[src/rtl/mem_pkg.sv]
// Shared parameters and address helpers for the 64x16 banked memory.
// Bank select is the address MSB; the remaining bits index within a bank.
package mem_pkg;

   localparam int DATA_W     = 16;
   localparam int ADDR_W     = 6;
   localparam int BANK_AW    = 5;
   localparam int DEPTH      = 64;
   localparam int BANK_DEPTH = 32;

   typedef enum logic {
      BANK_LO = 1'b0,
      BANK_HI = 1'b1
   } bank_t;

   function automatic bank_t bank_of(input logic [ADDR_W-1:0] addr);
      return bank_t'(addr[ADDR_W-1]);
   endfunction

   function automatic logic [BANK_AW-1:0] local_addr(input logic [ADDR_W-1:0] addr);
      return addr[BANK_AW-1:0];
   endfunction

endpackage

[src/rtl/dpram_32x16.sv]
// 32x16 simple dual-port RAM bank: one write port, one registered read-first
// read port, all contents and the output cleared by asynchronous reset.
module dpram_32x16
   import mem_pkg::*;
(
   input  logic               clk,
   input  logic               rst,
   input  logic               wr,
   input  logic [BANK_AW-1:0] waddr,
   input  logic [DATA_W-1:0]  d_in,
   input  logic               rd,
   input  logic [BANK_AW-1:0] raddr,
   output logic [DATA_W-1:0]  d_out
);

   logic [DATA_W-1:0] mem [BANK_DEPTH];

   // Storage array; cleared as a whole so unwritten words read back as zero.
   always_ff @(posedge clk or posedge rst) begin
      if (rst) begin
         for (int i = 0; i < BANK_DEPTH; i++) begin
            mem[i] <= {DATA_W{1'b0}};
         end
      end else if (wr) begin
         mem[waddr] <= d_in;
      end
   end

   // Read register; samples the pre-edge array contents, giving read-first collisions.
   always_ff @(posedge clk or posedge rst) begin
      if (rst) begin
         d_out <= {DATA_W{1'b0}};
      end else if (rd) begin
         d_out <= mem[raddr];
      end
   end

endmodule

[src/rtl/mem_64.sv]
// 64x16 simple dual-port RAM built from two 32x16 banks selected by the
// address MSB, with a registered bank select steering the output mux.
module mem_64
   import mem_pkg::*;
(
   input  logic              clk,
   input  logic              rst,
   input  logic              wr,
   input  logic [ADDR_W-1:0] waddr,
   input  logic [DATA_W-1:0] d_in,
   input  logic              rd,
   input  logic [ADDR_W-1:0] raddr,
   output logic [DATA_W-1:0] d_out
);

   logic               wr_lo;
   logic               wr_hi;
   logic [DATA_W-1:0]  q_lo;
   logic [DATA_W-1:0]  q_hi;
   bank_t              rsel;
   logic [BANK_AW-1:0] wa_loc;
   logic [BANK_AW-1:0] ra_loc;

   assign wa_loc = local_addr(waddr);
   assign ra_loc = local_addr(raddr);

   // Write-enable decode: only the addressed bank sees the write.
   always_comb begin
      wr_lo = 1'b0;
      wr_hi = 1'b0;
      case (bank_of(waddr))
         BANK_LO: wr_lo = wr;
         BANK_HI: wr_hi = wr;
         default: begin
            wr_lo = 1'b0;
            wr_hi = 1'b0;
         end
      endcase
   end

   // Bank select travels with the read so the mux matches the bank register contents.
   always_ff @(posedge clk or posedge rst) begin
      if (rst) begin
         rsel <= BANK_LO;
      end else if (rd) begin
         rsel <= bank_of(raddr);
      end
   end

   dpram_32x16 u_bank_lo (
      .clk   (clk),
      .rst   (rst),
      .wr    (wr_lo),
      .waddr (wa_loc),
      .d_in  (d_in),
      .rd    (rd),
      .raddr (ra_loc),
      .d_out (q_lo)
   );

   dpram_32x16 u_bank_hi (
      .clk   (clk),
      .rst   (rst),
      .wr    (wr_hi),
      .waddr (wa_loc),
      .d_in  (d_in),
      .rd    (rd),
      .raddr (ra_loc),
      .d_out (q_hi)
   );

   // Output mux between two registered sources; both inputs and select are flops.
   always_comb begin
      d_out = {DATA_W{1'b0}};
      case (rsel)
         BANK_LO: d_out = q_lo;
         BANK_HI: d_out = q_hi;
         default: d_out = {DATA_W{1'b0}};
      endcase
   end

endmodule

[config.mk]
export PLATFORM = sky130hd
export DESIGN_NAME = mem_64
export DESIGN_NICKNAME = d
export VERILOG_FILES = /design/src/rtl/mem_pkg.sv /design/src/rtl/dpram_32x16.sv /design/src/rtl/mem_64.sv
export SDC_FILE = /design/constraint.sdc
export NUM_CORES = 2
export LEC_CHECK = 0
export CAP_MARGIN = 25
export CORE_AREA = 5 5 336 338
export CTS_BUF_LIST = sky130_fd_sc_hd__clkbuf_8
export DETAILED_ROUTE_END_ITERATION = 10
export DIE_AREA = 0 0 341 343
export SETUP_SLACK_MARGIN = 0.1
export SKIP_CTS_REPAIR_TIMING = 1
export SLEW_MARGIN = 15
export SYNTH_ARGS = -nofsm -noshare
export SYNTH_HDL_FRONTEND = slang
export SYNTH_SLANG_ARGS = --single-unit
[constraint.sdc]
create_clock -name clk -period 33.1 [get_ports clk]
set_clock_uncertainty 0.2 [all_clocks]
set_input_delay 4.965 -clock clk [delete_from_list [all_inputs] [get_ports clk]]
set_output_delay 4.965 -clock clk [all_outputs]
set_load 0.1 [all_outputs]
Word-level counts from Yosys, hierarchy flattened
Cells that the tools add are included.
{"block": "classes", "reduce_logical": 1, "bitwise": 3, "n_lt_le_gt_ge": 3, "n_mux": 13}
{"cell": "$bwmux W512", "count": 2}
{"cell": "$bmux W16 S5", "count": 2}
{"cell": "$demux W16 S5", "count": 1}
{"cell": "$mux W16", "count": 5}
{"cell": "$pmux W16 S2", "count": 1}
{"cell": "$ge A6 B6 Y1 const B", "count": 2}
{"cell": "$not A5 Y6", "count": 2}
{"cell": "$lt A6 B1 Y1 const B", "count": 1}
{"cell": "$mux W1", "count": 2}
{"cell": "$logic_and A1 B1 Y1", "count": 1}
{"cell": "$not A1 Y1", "count": 1}
{"block": "word_totals", "input_bits": 32, "elab_cells": 87, "regBits": 1057}

Longest topological paths before layout
{"block": "depth", "ltp_word": 6, "depth_mapped": 8, "mapped_depth_nobuf": 5}

Modules after synthesis
A second synthesis with hierarchy kept.
{"block": "unflattened", "cells_unflattened": 3485, "hier_area_um2": 49284.8}
{"mod": "dpram_32x16", "seq_area_each_um2": 13212.7, "cells_each": 1731, "instances": 2, "area_per_inst_um2": 24493.5}
{"mod": "mem_64", "seq_area_each_um2": 25.0, "cells_each": 23, "instances": 1, "area_per_inst_um2": 297.8}

Worst setup path after synthesis
Ideal clock, no wire load.
{"block": "synth_path", "kind": "in2reg", "start": "input waddr[0]", "end": "register u_bank_lo.mem[128] in the netlist's numbering", "setup_slack_ns": 26.413, "arrival_ns": 6.362, "stages": 7, "required_ns": 32.775, "cell_sequence": "buf_4 -> nand2_1 -> or2_2 -> buf_2 -> nor2_4 -> buf_4 -> mux2_2"}
{"block": "synth_via", "elab_chain_cells": 6}
{"item": "from (decl)", "line_no": "mem_64.sv:9", "rtl": "input logic [ADDR_W-1:0] waddr,"}
{"item": "$not A5 Y6 (implied by the code) *", "line_no": "dpram_32x16.sv:25", "rtl": "mem[waddr] <= d_in;"}
{"item": "$ge A6 B6 Y1 (implied by the code) / $lt A6 B1 Y1 (equally long branches)", "line_no": "dpram_32x16.sv:25"}
{"item": "$logic_and A1 B1 Y1 (implied by the code)", "line_no": "dpram_32x16.sv:25"}
{"item": "$mux W16 (implied by the code)", "line_no": "dpram_32x16.sv:25"}
{"item": "$demux W16 S5 *", "line_no": "dpram_32x16.sv:25"}
{"item": "$bwmux W512 *", "line_no": "dpram_32x16.sv:25"}
{"item": "to (signal, indexed assignment)", "line_no": "dpram_32x16.sv:22", "rtl": "mem[i] <= {DATA_W{1'b0}};"}
{"item": "to (signal, indexed assignment)", "line_no": "dpram_32x16.sv:25"}
{"item": "to (decl)", "line_no": "dpram_32x16.sv:16", "rtl": "logic [DATA_W-1:0] mem [BANK_DEPTH];"}
Every way passes the cells marked *; elsewhere a longest branch is shown, timed or not.
A chain may end at the register's enable or synchronous reset.

Final worst setup path
{"block": "layout_path", "start": "input raddr[0]", "end": "register u_bank_lo.d_out[6]"}
{"block": "layout_via", "elab_chain_cells": 4}
{"item": "from (decl)", "line_no": "mem_64.sv:12", "rtl": "input logic [ADDR_W-1:0] raddr,"}
{"item": "$not A5 Y6 (implied by the code)", "line_no": "dpram_32x16.sv:34", "rtl": "d_out <= mem[raddr];"}
{"item": "$bmux W16 S5", "line_no": "dpram_32x16.sv:34"}
{"item": "$mux W16 (implied by the code) (2 in series)", "line_no": "dpram_32x16.sv:34"}
{"item": "to (signal assigned)", "line_no": "dpram_32x16.sv:32", "rtl": "d_out <= {DATA_W{1'b0}};"}
{"item": "to (signal assigned)", "line_no": "dpram_32x16.sv:34"}
{"item": "to (decl)", "line_no": "dpram_32x16.sv:13", "rtl": "output logic [DATA_W-1:0] d_out"}
Every way passes these cells. The select of a mux whose other input is x is not followed.

==> results.json <==
{
  "fin_crit_ns": 9.263,
  "yosysTopAreaCell": "dfrtp_1",
  "fp.dieH_um": 343,
  "clk_pin_slew_ns": 0.06,
  "cts_buffer_depth": 3,
  "netlist_area_mm2": 0.04885,
  "netlist.area_leader.share_pct": 54.14,
  "cp_num_buf_inv": 5,
  "max_slew_margin_pct": 25.49,
  "tns_ns": 0,
  "clock_latency_ns": 0.85,
  "synth_edf_count": 0,
  "startpoint": "raddr[0]",
  "synth.distinct_cells": 32,
  "wire_per_inst_um": 27.10,
  "place_congestion": 0.7957,
  "finish.utilization_pct": 49.00,
  "synthTopCellsByArea": "dfrtp_1 (54%), mux2_2 (25%), mux2i_1 (10%)",
  "hold_path_class": "flip-flop to flip-flop",
  "power_uw": 3179,
  "area_growth_pct": 10.08,
  "fmax_mhz": 108.0,
  "avgViaCountPerCell": 5.902,
  "power.density_mw_per_mm2": 59.12,
  "yosysSeqAreaShare_pct": 54.14,
  "end_kind": "flip-flop",
  "syn_nets": 3519,
  "synth-main-ff-cell": "dfrtp_1",
  "clock_sinks": 1057,
  "max_stage_delay_ns": 0.95,
  "synth_cells": 3487,
  "fp.dieW_um": 341,
  "grt_max_degree": 197,
  "drc": 0,
  "core_area_mm2": 0.1098,
  "start_util_pct": 44.51,
  "route.vias.total": 29676,
  "grt_pass1_vias": 32091,
  "cp_common_cell": "buf_4",
  "path_class": "primary input to flip-flop",
  "setup_ws_ns": 23.84,
  "grt_overflow": 0,
  "crit_fanout": 87,
  "reg2reg_to": "u_bank_hi.d_out[4]$_DFFE_PP0P_",
  "ys_seq_elements": 1057,
  "rows": 122,
  "cts_tree": "built",
  "drtIter0Drc": 1878,
  "yosys_warnings": 0,
  "slowest_stage": "buf_4",
  "cts_inserted_buffers": 177,
  "worstMarginPinSlew_ns": 1.118,
  "syn_area_per_cell_um2": 14.01,
  "final-hold-violation-count": 0,
  "report.final.slew_viol_count": 0,
  "grt_usage_pct": 23.24,
  "post-route-period-util_pct": 27.98,
  "cp-start-kind": "primary input",
  "ff2ff_setup_slack_ns": 30.71,
  "wl_um": 136300,
  "cts_root_buf": "clkbuf_8",
  "p_leak_uw": 0.02614,
  "cp_num_cells": 10,
  "crit_required_ns": 33.63,
  "critical_path.cell_chain": "buf_8, buf_4, buf_16, buf_4, buf_4, mux2i_1, a22oi_1, a21oi_1, nor4_1, mux2_2",
  "r2r-start": "u_bank_hi.mem[356]$_DFFE_PP0P_",
  "drive_above_1_share_pct": 41.18,
  "hpwl_um": 80210,
  "drtAntennaViolNets": 0,
  "place_ws_ns": 22.79,
  "dr.pass1.iters": 5,
  "final_nets": 3488,
  "ctsHtreeMaxLevel": 4,
  "status": "completed",
  "maxCapViolCount": 0,
  "port_buffers": 47,
  "setup_viol": 0,
  "critical-path-top-delay-family": "buffers and inverters",
  "grt_pass1_wl_um": 205900,
  "vdd_drop_max_mv": 0.03353,
  "postSynth.asyncResetShare_pct": 100.0,
  "cp.arrival_ns": 9.80,
  "die-area_mm2": 0.1170,
  "rr_worst_depth": 5,
  "rsz0062_at_grt": "no",
  "crit_end": "u_bank_lo.d_out[6]$_DFFE_PP0P_",
  "ios": 48,
  "whs_path_depth": 1,
  "antenna_found_initial": 10
}
state kept, by name, indices dropped and copies added, names as in the netlist:
register and flops:
rsel 1, u_bank_hi.mem 512, u_bank_lo.d_out 16, u_bank_lo.mem 512, u_bank_hi.d_out 16
kinds of logic after synthesis:
group,after synthesis,synth area share [%]
DFF,1057,54.14
muxes,1585,35.22
buffers and inverters,328,3.527
and+or+nand+nor,133,1.859
AOI/OAI and AO/OA,384,5.245
worst min-delay path by stage:
stage	startpoint	end	slack, ns
floorplan	u_bank_hi.mem[28]$_DFFE_PP0P_	u_bank_hi.mem[28]$_DFFE_PP0P_	0.26
global placement	u_bank_hi.mem[28]$_DFFE_PP0P_	u_bank_hi.mem[28]$_DFFE_PP0P_	0.27
detailed placement	u_bank_hi.mem[28]$_DFFE_PP0P_	u_bank_hi.mem[28]$_DFFE_PP0P_	0.28
CTS	u_bank_hi.mem[28]$_DFFE_PP0P_	u_bank_hi.mem[28]$_DFFE_PP0P_	0.29
global route	u_bank_hi.mem[28]$_DFFE_PP0P_	u_bank_hi.mem[28]$_DFFE_PP0P_	0.30
finish	u_bank_hi.mem[28]$_DFFE_PP0P_	u_bank_hi.mem[28]$_DFFE_PP0P_	0.29
layout by cell type (no fill, tap or decap), drive strengths merged, types with 6 or more instances in the layout:
cell / instances
clkinv: 15
buf: 88
nor4: 32
clkdlybuf4s50: 29
nor2b: 6
nand2: 48
a21oi: 128
mux2: 1073
mux2i: 512
nor2: 23
inv: 69
dfrtp: 1057
clkbuf: 229
a22oi: 256
diode: 6
per-layer routing:
layer	GRT usage [%]	routed length, um	vias up	share of wire, %
met5	0	27	-	0.020
met4	6.467	2997	4	2.2
met3	4.280	6809	206	5.0
met2	38.35	65500	665	48
met1	31.72	60940	16056	45
li1	-	-	12745	-
metrics by stage:
stage | area (um2) | std cells | hold WS, ns
floorplan | 48860 | 3487 | 0.2574
global placement | 49780 | 4686 | 0.2665
detailed placement | 49890 | 4692 | 0.2803
CTS | 53500 | 5011 | 0.2876
global route | 53770 | 5024 | 0.3028
finish | 53780 | 5028 | 0.2868
cell usage after synthesis, types with 2 or more instances:
library cell	instances
nand2b_4	3
clkbuf_1	156
nor3_4	3
dfrtp_1	1057
or2_2	3
nand2b_1	2
nor2_4	11
buf_2	57
nor2b_1	6
mux2i_1	512
mux2_2	1071
nand2_1	14
nor3b_1	3
clkbuf_4	2
buf_6	24
nor2_2	7
nand3b_1	2
mux2_1	2
a22oi_1	256
nor4_1	32
nand2_2	34
nor2_1	5
or2_1	2
buf_4	62
buf_1	26
and3b_1	2
a21oi_1	128
cell type report:
class                      instances  area [um2]
fill                            9283       55980
sequential                      1057       26450
multi-input combinational       2102       20700
clock buffer                     229        3152
tap                             1426        1784
timing repair buffer             117        1199
clock inverter                    90       465.4
antenna                            6       15.01
inverter                           1       7.507
power by group:
group	internal (uW)	total, uW	switching (uW)
combinational	217	459	242
clock	634	1160	524
sequential	1470	1560	95.4
total	2320	3180	862
Power figures use the tool's default switching activity.
